$ cat config.mk
export PLATFORM = sky130hd
export DESIGN_NAME = pipelined_add_sub
export DESIGN_NICKNAME = d
export VERILOG_FILES = /design/src/rtl/addsub_pkg.sv /design/src/rtl/add_sub_slice.sv /design/src/rtl/pipelined_add_sub.sv
export SDC_FILE = /design/constraint.sdc
export NUM_CORES = 1
export LEC_CHECK = 0
export ABC_AREA = 1
export CAP_MARGIN = 0
export CORE_MARGIN = 2
export CORE_UTILIZATION = 43
export CTS_CLUSTER_SIZE = 40
export DETAILED_ROUTE_END_ITERATION = 8
export PLACE_DENSITY = 0.68
export SKIP_LAST_GASP = 1
export SYNTH_ARGS = -nofsm -noshare
export SYNTH_HDL_FRONTEND = slang
export SYNTH_SLANG_ARGS = --single-unit
$ cat constraint.sdc
create_clock -name clk -period 5.55 [get_ports clk]
set_clock_uncertainty 0.1 [all_clocks]
set_input_delay 1.11 -clock clk [delete_from_list [all_inputs] [get_ports clk]]
set_output_delay 1.11 -clock clk [all_outputs]
set_load 0.02 [all_outputs]
$ cat src/rtl/addsub_pkg.sv
// Shared definitions for the pipelined adder/subtractor: operation encoding,
// the result flag bundle and the WIDTH/STAGES legality check.
package addsub_pkg;

  localparam logic OP_ADD = 1'b0;
  localparam logic OP_SUB = 1'b1;

  typedef struct packed {
    logic cout;
    logic ovf;
    logic zero;
    logic neg;
  } flags_t;

  // True when the carry chain can be cut into equal slices.
  function automatic bit stages_divide_width(int width, int stages);
    return (width >= 2) && (stages > 0) && ((width % stages) == 0);
  endfunction

endpackage

$ cat src/rtl/add_sub_slice.sv
// One combinational CHUNK-bit slice of the carry chain. The caller supplies b
// already inverted for subtraction. c_msb is the carry into the slice MSB so
// that the last slice can report signed overflow.
module add_sub_slice #(
  parameter int CHUNK = 4
) (
  input  logic [CHUNK-1:0] a,
  input  logic [CHUNK-1:0] b,
  input  logic             cin,
  output logic [CHUNK-1:0] sum,
  output logic             cout,
  output logic             c_msb
);

  logic [CHUNK:0] total;

  // Widened add keeps the carry out; the MSB carry-in is recovered from the
  // sum bit and the two operand bits, which also works for single-bit chunks.
  always_comb begin
    total = {1'b0, a} + {1'b0, b} + {{CHUNK{1'b0}}, cin};
    sum   = total[CHUNK-1:0];
    cout  = total[CHUNK];
    c_msb = total[CHUNK-1] ^ a[CHUNK-1] ^ b[CHUNK-1];
  end

endmodule

$ cat src/rtl/pipelined_add_sub.sv
// Pipelined two's-complement adder/subtractor with a valid/ready stream
// interface and carry/overflow/zero/negative flags. An input register captures
// the beat, then each of STAGES slices adds CHUNK bits per cycle; the final
// slice feeds the output register, giving a latency of STAGES cycles.
// Define PIPELINED_ADD_SUB_SAT_EN to clamp overflowing results to the signed
// range instead of wrapping.
module pipelined_add_sub
  import addsub_pkg::*;
#(
  parameter int WIDTH  = 16,
  parameter int STAGES = 4
) (
  input  logic             clk,
  input  logic             rst_n,
  input  logic             in_valid,
  output logic             in_ready,
  input  logic [WIDTH-1:0] a,
  input  logic [WIDTH-1:0] b,
  input  logic             ctrl,
  output logic             out_valid,
  input  logic             out_ready,
  output logic [WIDTH-1:0] s,
  output logic             cout,
  output logic             ovf,
  output logic             zero,
  output logic             neg
);

  localparam int CHUNK = WIDTH / STAGES;

  if (!stages_divide_width(WIDTH, STAGES)) begin : g_bad_config
    $error("pipelined_add_sub: WIDTH must be >= 2 and divisible by STAGES");
  end

  // Stage k holds the beat about to be processed by slice k.
  logic [STAGES-1:0] stg_vld;
  logic [STAGES-1:0] stg_op;
  logic [STAGES-1:0] stg_cin;
  logic [WIDTH-1:0]  stg_a [STAGES];
  logic [WIDTH-1:0]  stg_b [STAGES];
  logic [WIDTH-1:0]  stg_s [STAGES];

  logic [CHUNK-1:0]  sl_sum  [STAGES];
  logic [STAGES-1:0] sl_cout;
  logic              sl_cmsb [STAGES];
  logic [WIDTH-1:0]  sum_nx  [STAGES];

  logic              out_vld_q;
  logic [WIDTH-1:0]  s_q;
  flags_t            flags_q;

  logic              adv;
  logic [WIDTH-1:0]  fin_wrap;
  logic [WIDTH-1:0]  fin_s;
  flags_t            fin_flags;

  for (genvar k = 0; k < STAGES; k++) begin : g_slice
    add_sub_slice #(.CHUNK(CHUNK)) u_slice (
      .a     (stg_a[k][k*CHUNK +: CHUNK]),
      .b     (stg_b[k][k*CHUNK +: CHUNK] ^ {CHUNK{stg_op[k] == OP_SUB}}),
      .cin   (stg_cin[k]),
      .sum   (sl_sum[k]),
      .cout  (sl_cout[k]),
      .c_msb (sl_cmsb[k])
    );

    // Result bits above this slice are still zero, so OR-ing merges them in.
    assign sum_nx[k] = stg_s[k] | (WIDTH'(sl_sum[k]) << (k * CHUNK));
  end

  // The whole pipeline moves together whenever the output slot is free or
  // being emptied this cycle; otherwise everything holds, bubbles included.
  always_comb begin
    adv      = !out_vld_q || out_ready;
    in_ready = adv;
  end

  // Final result and flags from the last slice, optionally saturated.
  always_comb begin
    fin_wrap       = sum_nx[STAGES-1];
    fin_flags      = '0;
    fin_flags.cout = sl_cout[STAGES-1];
    fin_flags.ovf  = sl_cmsb[STAGES-1] ^ sl_cout[STAGES-1];
`ifdef PIPELINED_ADD_SUB_SAT_EN
    if (fin_flags.ovf) begin
      fin_s = fin_wrap[WIDTH-1] ? {1'b0, {(WIDTH-1){1'b1}}}
                                : {1'b1, {(WIDTH-1){1'b0}}};
    end else begin
      fin_s = fin_wrap;
    end
`else
    fin_s = fin_wrap;
`endif
    fin_flags.zero = (fin_s == '0);
    fin_flags.neg  = fin_s[WIDTH-1];
  end

  // Stage registers shift on advance; the output data only loads for a real
  // beat so the outputs never show bubble contents.
  always_ff @(posedge clk) begin
    if (!rst_n) begin
      stg_vld   <= '0;
      stg_op    <= '0;
      stg_cin   <= '0;
      for (int k = 0; k < STAGES; k++) begin
        stg_a[k] <= '0;
        stg_b[k] <= '0;
        stg_s[k] <= '0;
      end
      out_vld_q <= 1'b0;
      s_q       <= '0;
      flags_q   <= '0;
    end else if (adv) begin
      stg_vld[0] <= in_valid;
      stg_op[0]  <= ctrl;
      stg_cin[0] <= (ctrl == OP_SUB);
      stg_a[0]   <= a;
      stg_b[0]   <= b;
      stg_s[0]   <= '0;
      for (int k = 1; k < STAGES; k++) begin
        stg_vld[k] <= stg_vld[k-1];
        stg_op[k]  <= stg_op[k-1];
        stg_cin[k] <= sl_cout[k-1];
        stg_a[k]   <= stg_a[k-1];
        stg_b[k]   <= stg_b[k-1];
        stg_s[k]   <= sum_nx[k-1];
      end
      out_vld_q <= stg_vld[STAGES-1];
      if (stg_vld[STAGES-1]) begin
        s_q     <= fin_s;
        flags_q <= fin_flags;
      end
    end
  end

  // Drive the ports straight from the output register.
  always_comb begin
    out_valid = out_vld_q;
    s         = s_q;
    cout      = flags_q.cout;
    ovf       = flags_q.ovf;
    zero      = flags_q.zero;
    neg       = flags_q.neg;
  end

endmodule

==> flow_summary_export.csv, run 1 <==
group,metric,value,unit
run_status,status,"finished, final reports clean",
worst_setup_path,cp-end-kind,"output port",
clock_network,post_cts_buffers,0,
clock_network,clk_pin_slew_worst_paths,0.06,ns
clock_network,numCtsBuffers,17,
cells_and_area,drive_above_1_share,0.0780,
die,die_area,14700,um^2
sta,slew_viol_final,0,
sta,timing.final.crit_share,0.643,
drt,drt_iter0_drc,155,
synth,netlist_area,5910,um^2
drt,drtAntennaViolNets,0,
placed_design,gp_congestion,0.746,
cells_and_area,n_antenna_cell,0,
die,fp-row-count,42,
synth,synth_edf_count,104,
sta,fmax,280,MHz
clock_network,hold_buffers,0,
drt,drt-total-wl,8110,um
die,core,13300,um^2
die,fp.dieW,121,um
die,initial_core_util,0.443,
global_route,grt_pass1_vias,3199,
die,io-pin-count,59,
clock_network,htree_levels,4,
clock_network,cts_max_path_buffers,2,
power,ir_drop,0.216,mV
placed_design,io_buffers,58,
drt,vias,3481,
job,drv_cap,0,
global_route,grt_pass1_wl,13700,um
synth,avgSynthCellArea,10.6,um^2
cells_and_area,layout.nets,672,
worst_setup_path,arrival,2.36,ns
synth,syn_nets,617,
global_route,track_usage,0.119,
worst_setup_path,cp.required,4.34,ns
worst_setup_path,path_max_fanout,5,
clock_network,cts_num_sinks,135,
worst_hold_path,hp-class,"flop to flop",
clock_network,cts_tree,"built",
cells_and_area,fin_area,7170,um^2
cells_and_area,fin_util,0.537,
sta,rsz0062_at_grt,"no",
sta,slew_headroom,0.245,
worst_setup_path,crit_type,"input pin to output port",
synth,yosys.area.top_type,"edfxtp_1",
clock_network,insertion_delay,0.41,ns
global_route,grt-ovfl-total,0,
synth,yosysMostFrequentCell,"inv_1",
drt,drc,0,
sta,finalHoldViolations,0,
sta,final.setup.tns,0,ns
power,power_per_cell_area,333,nW/um^2
synth,ys_seq_elements,135,
synth,synth_cell_types,32,
cells_and_area,syn2layout_area_growth,21.3,%
synth,yosysWarnings,0,
global_route,antenna_found_initial,0,
synth,synthTopCellsByArea,"edfxtp_1, dfxtp_1, inv_1",
sta,post-route-worst-setup-slack,1.98,ns
sta,finalSetupViolCount,0,
clock_network,cts_root_buffer,"clkbuf_16",
synth,synth_ff_type,"edfxtp_1",
sta,fin_crit,3.57,ns
drt,first_pass_iters,4,
drt,via_per_inst,4.33,
synth,ys_seq_area_frac,0.633,
drt,wl_per_cell,10.1,um
placed_design,dpl_cell_area,6590,um^2
synth,netlist_top_cells_count,"inv_1, nor2_1, edfxtp_1, dfxtp_1, nand2_1",
global_route,grt_max_degree,114,
synth,synth_top_area_frac,0.528,
synth,synthArstFlopShare,0,
sta,tightest_slew,1.13,ns
power,leakage,3.12,nW
clock_network,cts_resized,0,
sta,timing.hold.ws,0.380,ns
worst_setup_path,critPathLaunchType,"input pin",
placed_design,place_ws,1.63,ns
placed_design,dp_hpwl,5080,um
die,die_h,121,um
synth,synthCells,560,
## registers in the layout, indices dropped and copies added, names as in the netlist
| signal | cells |
|---|---|
| cout | 1 |
| stg_b | 40 |
| neg | 1 |
| stg_op | 4 |
| zero | 1 |
| out_valid | 1 |
| stg_s | 24 |
| s | 15 |
| ovf | 1 |
| stg_a | 40 |
| stg_cin | 3 |
| stg_vld | 4 |
## metal layers
metal | GRT usage | vias to the layer above | wire length, um
met4 | 0.0668 | 0 | 156
met3 | 0.0324 | 13 | 366
met1 | 0.142 | 1537 | 3940
li1 | - | 1857 | -
met2 | 0.194 | 74 | 3650
met5 | 0 | - | 0
## stage by stage
| stage | power, W | instances |
|---|---|---|
| 6_report | 0.00239 | 804 |
| 4_1_cts | 0.00241 | 804 |
| 3_3_place_gp | 0.00132 | 772 |
| 5_1_grt | 0.00248 | 804 |
| 2_1_floorplan | 0.00128 | 560 |
| 3_5_place_dp | 0.00133 | 772 |
## report_power, final
part	switching, W	internal [W]	leakage [nW]
combinational	0.0000781	0.0000709	1.36
clock	0.000421	0.000663	0.273
sequential	0.0000180	0.00114	1.49
total	0.000517	0.00187	3.12
## logic make-up after synthesis
kind of cell / share of synthesized area
buf+inv: 0.111
compound gates: 0.0521
fa+ha+maj: 0.0512
flops: 0.633
xor+xnor: 0.0222
simple gates: 0.130
## placed cells by master (no fill, tap or decap), drive strengths merged, types with 9 or more instances in the layout
cell type and instances:
a21oi 21, clkbuf 18, clkdlybuf4s50 58, dfxtp 31
edfxtp 104, ha 13, inv 137, nand2 34
nand3 13, nor2 122, o21ai 21, o22ai 9
xor2 11
## final timing paths
path / startpoint / end / slack (ns) / depth (start not counted)
worst max-delay path: out_ready / in_ready / 1.98 / 4
worst min-delay path: s[3] / s[3] / 0.38 / 2
worst max register to register: stg_op[3] / ovf / 3.16 / 12
worst min register to register: s[3] / s[3] / 0.38 / 2
## critical path, cell delays in order
cell and delay (ns):
clkdlybuf4s50_1 0.48, inv_2 0.06, nand2_4 0.10, clkdlybuf4s50_1 0.61
## layout make-up
| class | instances | area, um^2 |
|---|---|---|
| inverters | 134 | 508 |
| repair buffers | 59 | 588 |
| well taps | 176 | 220 |
| fillers | 1180 | 6180 |
| flip-flops and latches | 135 | 3740 |
| clock buffers | 18 | 429 |
| clock inverters | 14 | 149 |
| multi-input cells | 268 | 1530 |
Power figures use the tool's default switching activity.
==> inputs of run 2 (changes only) <==
- clock period: 5.55 -> 3.6 ns (I/O delays scaled with it)
==> run 2 against run 1 <==
Non-clock buffer count is 3 higher. Register-to-register slack worse by 1.9 ns. Sequential share of layout area is 0.57 points lower. Worst hold slack worse by 0.021 ns. Flip-flop and latch count stayed put. Critical path type unchanged. Die area stayed put. Power is 58% higher.
==> flow_summary_export.csv, run 2 (synthesis results as in run 1) <==
group,metric,value,unit
clock_network,hold_buffers,0,
clock_network,cts_tree,"built",
worst_setup_path,critPathLaunchType,"input pin",
power,p_seq_frac,0.471,
die,fp-row-count,42,
global_route,grt-ovfl-total,0,
power,leakage,3.17,nW
global_route,use_met3,0.0423,
global_route,grt_util_met2,0.197,
global_route,antenna_found_initial,0,
worst_hold_path,hp-class,"flop to flop",
drt,first_pass_iters,4,
worst_setup_path,worst_r2r_path_depth,12,
global_route,grt_max_degree,117,
worst_setup_path,cp.required,2.78,ns
drt,drtAntennaViolNets,0,
global_route,track_usage,0.124,
sta,fin_crit,2.79,ns
die,die_area,14700,um^2
worst_setup_path,path_max_fanout,5,
sta,final.setup.tns,0,ns
power,comb_power_share,0.062,
worst_setup_path,worstPathCellList,"clkdlybuf4s50_1 > inv_2 > nand2_4 > clkdlybuf4s50_1",
drt,drt-total-wl,8300,um
worst_hold_path,min_to,"stg_vld[1]",
clock_network,clk_pin_slew_worst_paths,0.05,ns
run_status,status,"finished, final reports clean",
job,drv_cap,0,
clock_network,cts_root_buffer,"clkbuf_16",
clock_network,post_cts_buffers,0,
drt,vias,3489,
die,die_h,121,um
cells_and_area,layout.nets,675,
placed_design,dp_hpwl,5180,um
worst_setup_path,critical-path-max-stage-delay,0.61,ns
die,io-pin-count,59,
worst_setup_path,critPathBufInv,3,
global_route,busiest_layer,"met2",
power,power_per_cell_area,521,nW/um^2
cells_and_area,layout_common_cells,"inv_1, nor2_1, edfxtp_1, clkdlybuf4s50_1, dfxtp_1",
placed_design,io_buffers,58,
cells_and_area,fin_util,0.543,
sta,tightest_slew,0.745,ns
worst_hold_path,hp-start,"stg_vld[0]",
worst_setup_path,critPathSlowestCell,"clkdlybuf4s50_1",
worst_setup_path,rr_startpoint,"stg_op[3]",
sta,finalHoldViolations,0,
die,core,13300,um^2
sta,slew_headroom,0.502,
global_route,grt_pass1_vias,3300,
worst_setup_path,crit_path_frequent_cell,"clkdlybuf4s50_1",
sta,rsz0062_at_grt,"no",
worst_setup_path,critPathTopFamily,"buffers and inverters",
placed_design,gp_congestion,0.783,
cells_and_area,nFillCells,1175,
cells_and_area,layout_commonest_cell,"inv_1",
worst_setup_path,cp-end-kind,"output port",
clock_network,numCtsBuffers,17,
sta,timing.hold.ws,0.359,ns
clock_network,htree_levels,4,
clock_network,cts_num_sinks,135,
cells_and_area,stdcell_count,807,
placed_design,place_inst,775,
cells_and_area,drive_above_1_share,0.0808,
sta,slew_viol_final,0,
sta,fmax,358,MHz
sta,finalSetupViolCount,0,
drt,drt_iter0_drc,204,
worst_setup_path,cp.depth,4,
worst_setup_path,r2r-end,"ovf",
global_route,use_met1,0.150,
cells_and_area,largestRegisters,"stg_a: 40 flops, stg_b: 40 flops, stg_s: 24 flops",
drt,drc,0,
power,switchingPower,0.000766,W
worst_setup_path,r2r_setup_slack,1.23,ns
cells_and_area,syn2layout_area_growth,22.6,%
global_route,grt_pass1_wl,14200,um
power,p_int,0.00301,W
power,switching_share,0.203,
power,clkPwrFrac,0.467,
clock_network,insertion_delay,0.42,ns
die,fp.dieW,121,um
clock_network,cts_max_path_buffers,2,
sta,timing.final.crit_share,0.775,
drt,wl_per_cell,10.3,um
die,initial_core_util,0.443,
worst_setup_path,arrival,1.97,ns
clock_network,cts_resized,0,
drt,via_per_inst,4.32,
worst_hold_path,min_path_cells,2,
cells_and_area,n_antenna_cell,0,
worst_setup_path,crit_type,"input pin to output port",
power,ir_drop,0.380,mV
-- run 2: cell types whose count changed in the layout (fill, tap and decap cells not counted), sizes merged --
cell and delta:
clkbuf -1, clkinv +2, bufinv +2, clkinvlp -1, buf +3, inv -2
-- run 2: layout make-up --
cell class                      instances  area [um^2]  area share
Sequential cell                       135         3740       0.516
Tap cell                              176          220      0.0304
Clock inverter                         15          184      0.0254
Inverter                              134          508      0.0701
Timing Repair Buffer                   62          636      0.0877
Multi-Input combinational cell        268         1530       0.211
Clock buffer                           17          425      0.0587
-- run 2: worst max path at each step --
| stage | from | endpoint | slack, ns |
|---|---|---|---|
| 2_1_floorplan | out_ready | stg_a[0][0] | 0.89 |
| 3_3_place_gp | rst_n | stg_a[0][41] | 0.82 |
| 3_5_place_dp | rst_n | stg_a[0][7] | 0.77 |
| 4_1_cts | out_ready | in_ready | 0.80 |
| 5_1_grt | out_ready | in_ready | 0.76 |
| 6_report | out_ready | in_ready | 0.81 |
-- run 2: tightest hold or removal path, stage by stage (launching register included) --
cell and delay [ns]:
dfxtp_1 0.29, inv_1 0.05, o22ai_1 0.07
-- run 2: per-layer routing --
layer,vias to the layer above,part of all wire
met3,7,0.052
met4,0,0.013
met5,-,0
met2,72,0.46
met1,1536,0.48
li1,1874,-
-- run 2: power by group through the flow --
| stage | Sequential, W | Combinational (W) | Clock [W] |
|---|---|---|---|
| floorplan | 0.00181 | 0.000158 | 0 |
| global placement | 0.00181 | 0.000230 | 0 |
| detailed placement | 0.00181 | 0.000235 | 0 |
| CTS | 0.00178 | 0.000238 | 0.00180 |
| global route | 0.00179 | 0.000269 | 0.00187 |
| finish | 0.00178 | 0.000235 | 0.00176 |
-- run 2: per-stage QoR --
step | setup WS, ns | instance area (um^2) | total power [W]
floorplan | 0.886 | 5910 | 0.00197
global placement | 0.816 | 6640 | 0.00204
detailed placement | 0.767 | 6640 | 0.00205
CTS | 0.799 | 7250 | 0.00382
global route | 0.758 | 7250 | 0.00392
finish | 0.810 | 7250 | 0.00378
==> inputs of run 3 (changes only) <==
- PLACE_DENSITY: 0.68 -> 0.7
- clock period: 3.6 -> 2.49 ns (I/O delays scaled with it)
==> run 3 against run 2 <==
Clock power rose by 51%. Register-to-register slack worse by 0.91 ns. Flip-flop and latch count stayed put. Utilization rose by 0.58 points. Global-route usage grew 0.69 points. Routed wire length grew 3.2%. Worst hold slack better by 0.013 ns. Worst setup slack got worse by 0.65 ns. Final cell count up 0.62%. Count of clock-buffer cells in the layout grew 2. Combinational power grew 49%. Via count rose by 1.8%. Critical endpoint unchanged.
==> flow_summary_export.csv, run 3 (synthesis results as in run 1) <==
group,metric,value,unit
drt,wl_per_cell,10.6,um
sta,post-route-worst-setup-slack,0.157,ns
cells_and_area,layout.nets,680,
worst_setup_path,worst_r2r_path_depth,12,
worst_setup_path,worstPathCellList,"clkdlybuf4s50_1 > inv_2 > nand2_4 > clkdlybuf4s50_1",
drt,drc,0,
placed_design,place_inst,780,
clock_network,cts_max_path_buffers,2,
die,die_h,121,um
cells_and_area,syn2layout_area_growth,23.9,%
global_route,antenna_found_initial,0,
die,die_area,14700,um^2
cells_and_area,drive_above_1_share,0.0849,
drt,drt-total-wl,8570,um
power,power_per_cell_area,761,nW/um^2
job,drv_cap,0,
clock_network,cts_root_buffer,"clkbuf_16",
die,fp-row-count,42,
die,core,13300,um^2
power,leakage,3.20,nW
placed_design,io_buffers,58,
worst_setup_path,path_max_fanout,5,
sta,fin_crit,2.33,ns
global_route,grt-ovfl-total,0,
drt,drtAntennaViolNets,0,
power,ir_drop,0.429,mV
sta,timing.final.crit_share,0.937,
die,io-pin-count,59,
clock_network,hold_buffers,0,
worst_setup_path,arrival,1.73,ns
clock_network,htree_levels,4,
drt,first_pass_iters,4,
clock_network,cts_resized,0,
die,initial_core_util,0.443,
clock_network,cts_tree,"built",
worst_setup_path,crit_path_frequent_cell,"clkdlybuf4s50_1",
run_status,status,"finished, final reports clean",
worst_setup_path,critPathTopFamily,"buffers and inverters",
cells_and_area,fin_area,7330,um^2
sta,finalHoldViolations,0,
worst_hold_path,hp-class,"flop to flop",
cells_and_area,layout_commonest_cell,"inv_1",
placed_design,dpl_cell_area,6690,um^2
sta,final.setup.tns,0,ns
clock_network,clk_pin_slew_worst_paths,0.05,ns
die,fp.dieW,121,um
sta,slew_viol_final,0,
global_route,grt_max_degree,66,
placed_design,place_ws,0.158,ns
sta,tightest_slew,0.352,ns
drt,drt_iter0_drc,169,
clock_network,insertion_delay,0.41,ns
worst_hold_path,hp-start,"stg_vld[2]",
sta,timing.hold.ws,0.371,ns
sta,fmax,429,MHz
global_route,grt_pass1_wl,15100,um
clock_network,post_cts_buffers,0,
placed_design,gp_congestion,0.781,
worst_setup_path,critPathBufInv,3,
global_route,track_usage,0.131,
worst_setup_path,cp.required,1.89,ns
global_route,grt_pass1_vias,3340,
sta,rsz0062_at_grt,"no",
worst_setup_path,r2r_setup_slack,0.32,ns
cells_and_area,largestRegisters,"stg_a: 40 flops, stg_b: 40 flops, stg_s: 24 flops",
worst_setup_path,cp-end-kind,"output port",
worst_setup_path,rr_startpoint,"stg_b[3][12]",
worst_setup_path,crit_start,"out_ready",
worst_hold_path,min_path_cells,2,
sta,finalSetupViolCount,0,
worst_setup_path,critical-path-max-stage-delay,0.61,ns
worst_setup_path,r2r-end,"ovf",
cells_and_area,n_antenna_cell,0,
worst_setup_path,critPathLaunchType,"input pin",
sta,slew_headroom,0.765,
cells_and_area,layout_common_cells,"inv_1, nor2_1, edfxtp_1, clkdlybuf4s50_1, dfxtp_1",
worst_hold_path,min_to,"stg_vld[3]",
cells_and_area,stdcell_count,812,
clock_network,numCtsBuffers,17,
drt,via_per_inst,4.37,
worst_setup_path,critPathSlowestCell,"clkdlybuf4s50_1",
clock_network,cts_num_sinks,135,
placed_design,dp_hpwl,5530,um
drt,vias,3552,
worst_setup_path,crit_type,"input pin to output port",
[run 3: cell count changes in the layout (fill, tap and decap cells not counted)]
| cell | before | now |
|---|---|---|
| buf_4 | 2 | 6 |
| clkinv_2 | 5 | 1 |
| clkinv_4 | 0 | 3 |
| clkbuf_1 | 0 | 2 |
| buf_12 | 2 | 3 |
| bufinv_16 | 4 | 5 |
| clkinvlp_4 | 3 | 2 |
| inv_6 | 2 | 1 |
[run 3: worst max path at each step]
stage                    end  slack (ns)  cells after the start
global placement    in_ready        0.16                      4
detailed placement  in_ready        0.16                      4
floorplan                ovf        0.44                     12
finish              in_ready        0.16                      4
global route        in_ready        0.12                      4
CTS                 in_ready        0.15                      4
[run 3: final cells by class]
class | instances | area, um^2
tap | 176 | 220
inverter | 134 | 508
multi-input combinational | 268 | 1530
clock buffer | 19 | 433
fill | 1139 | 6020
sequential | 135 | 3740
clock inverter | 13 | 204
timing repair buffer | 67 | 686
[run 3: power by group]
part / internal [W] / leakage [nW] / switching, W
Clock: 0.00177 / 0.302 / 0.000879
Combinational: 0.000168 / 1.41 / 0.000182
Sequential: 0.00253 / 1.49 / 0.0000406
[run 3: worst min-delay path: stages (launching register included)]
cell and delay (ns):
dfxtp_1 0.29, inv_1 0.06, o22ai_1 0.07
[run 3: per-stage QoR]
step           total power (W)   util
2_1_floorplan          0.00284      -
3_3_place_gp           0.00295  0.501
3_5_place_dp           0.00297  0.501
4_1_cts                0.00563  0.549
5_1_grt                0.00579  0.549
6_report               0.00557  0.549
[run 3: layer usage]
metal	global-route usage	part of all wire	vias to the layer above
li1	-	-	1882
met1	0.168	0.47	1577
met2	0.208	0.46	78
met3	0.0338	0.046	15
met4	0.0668	0.024	0
met5	0	0	-
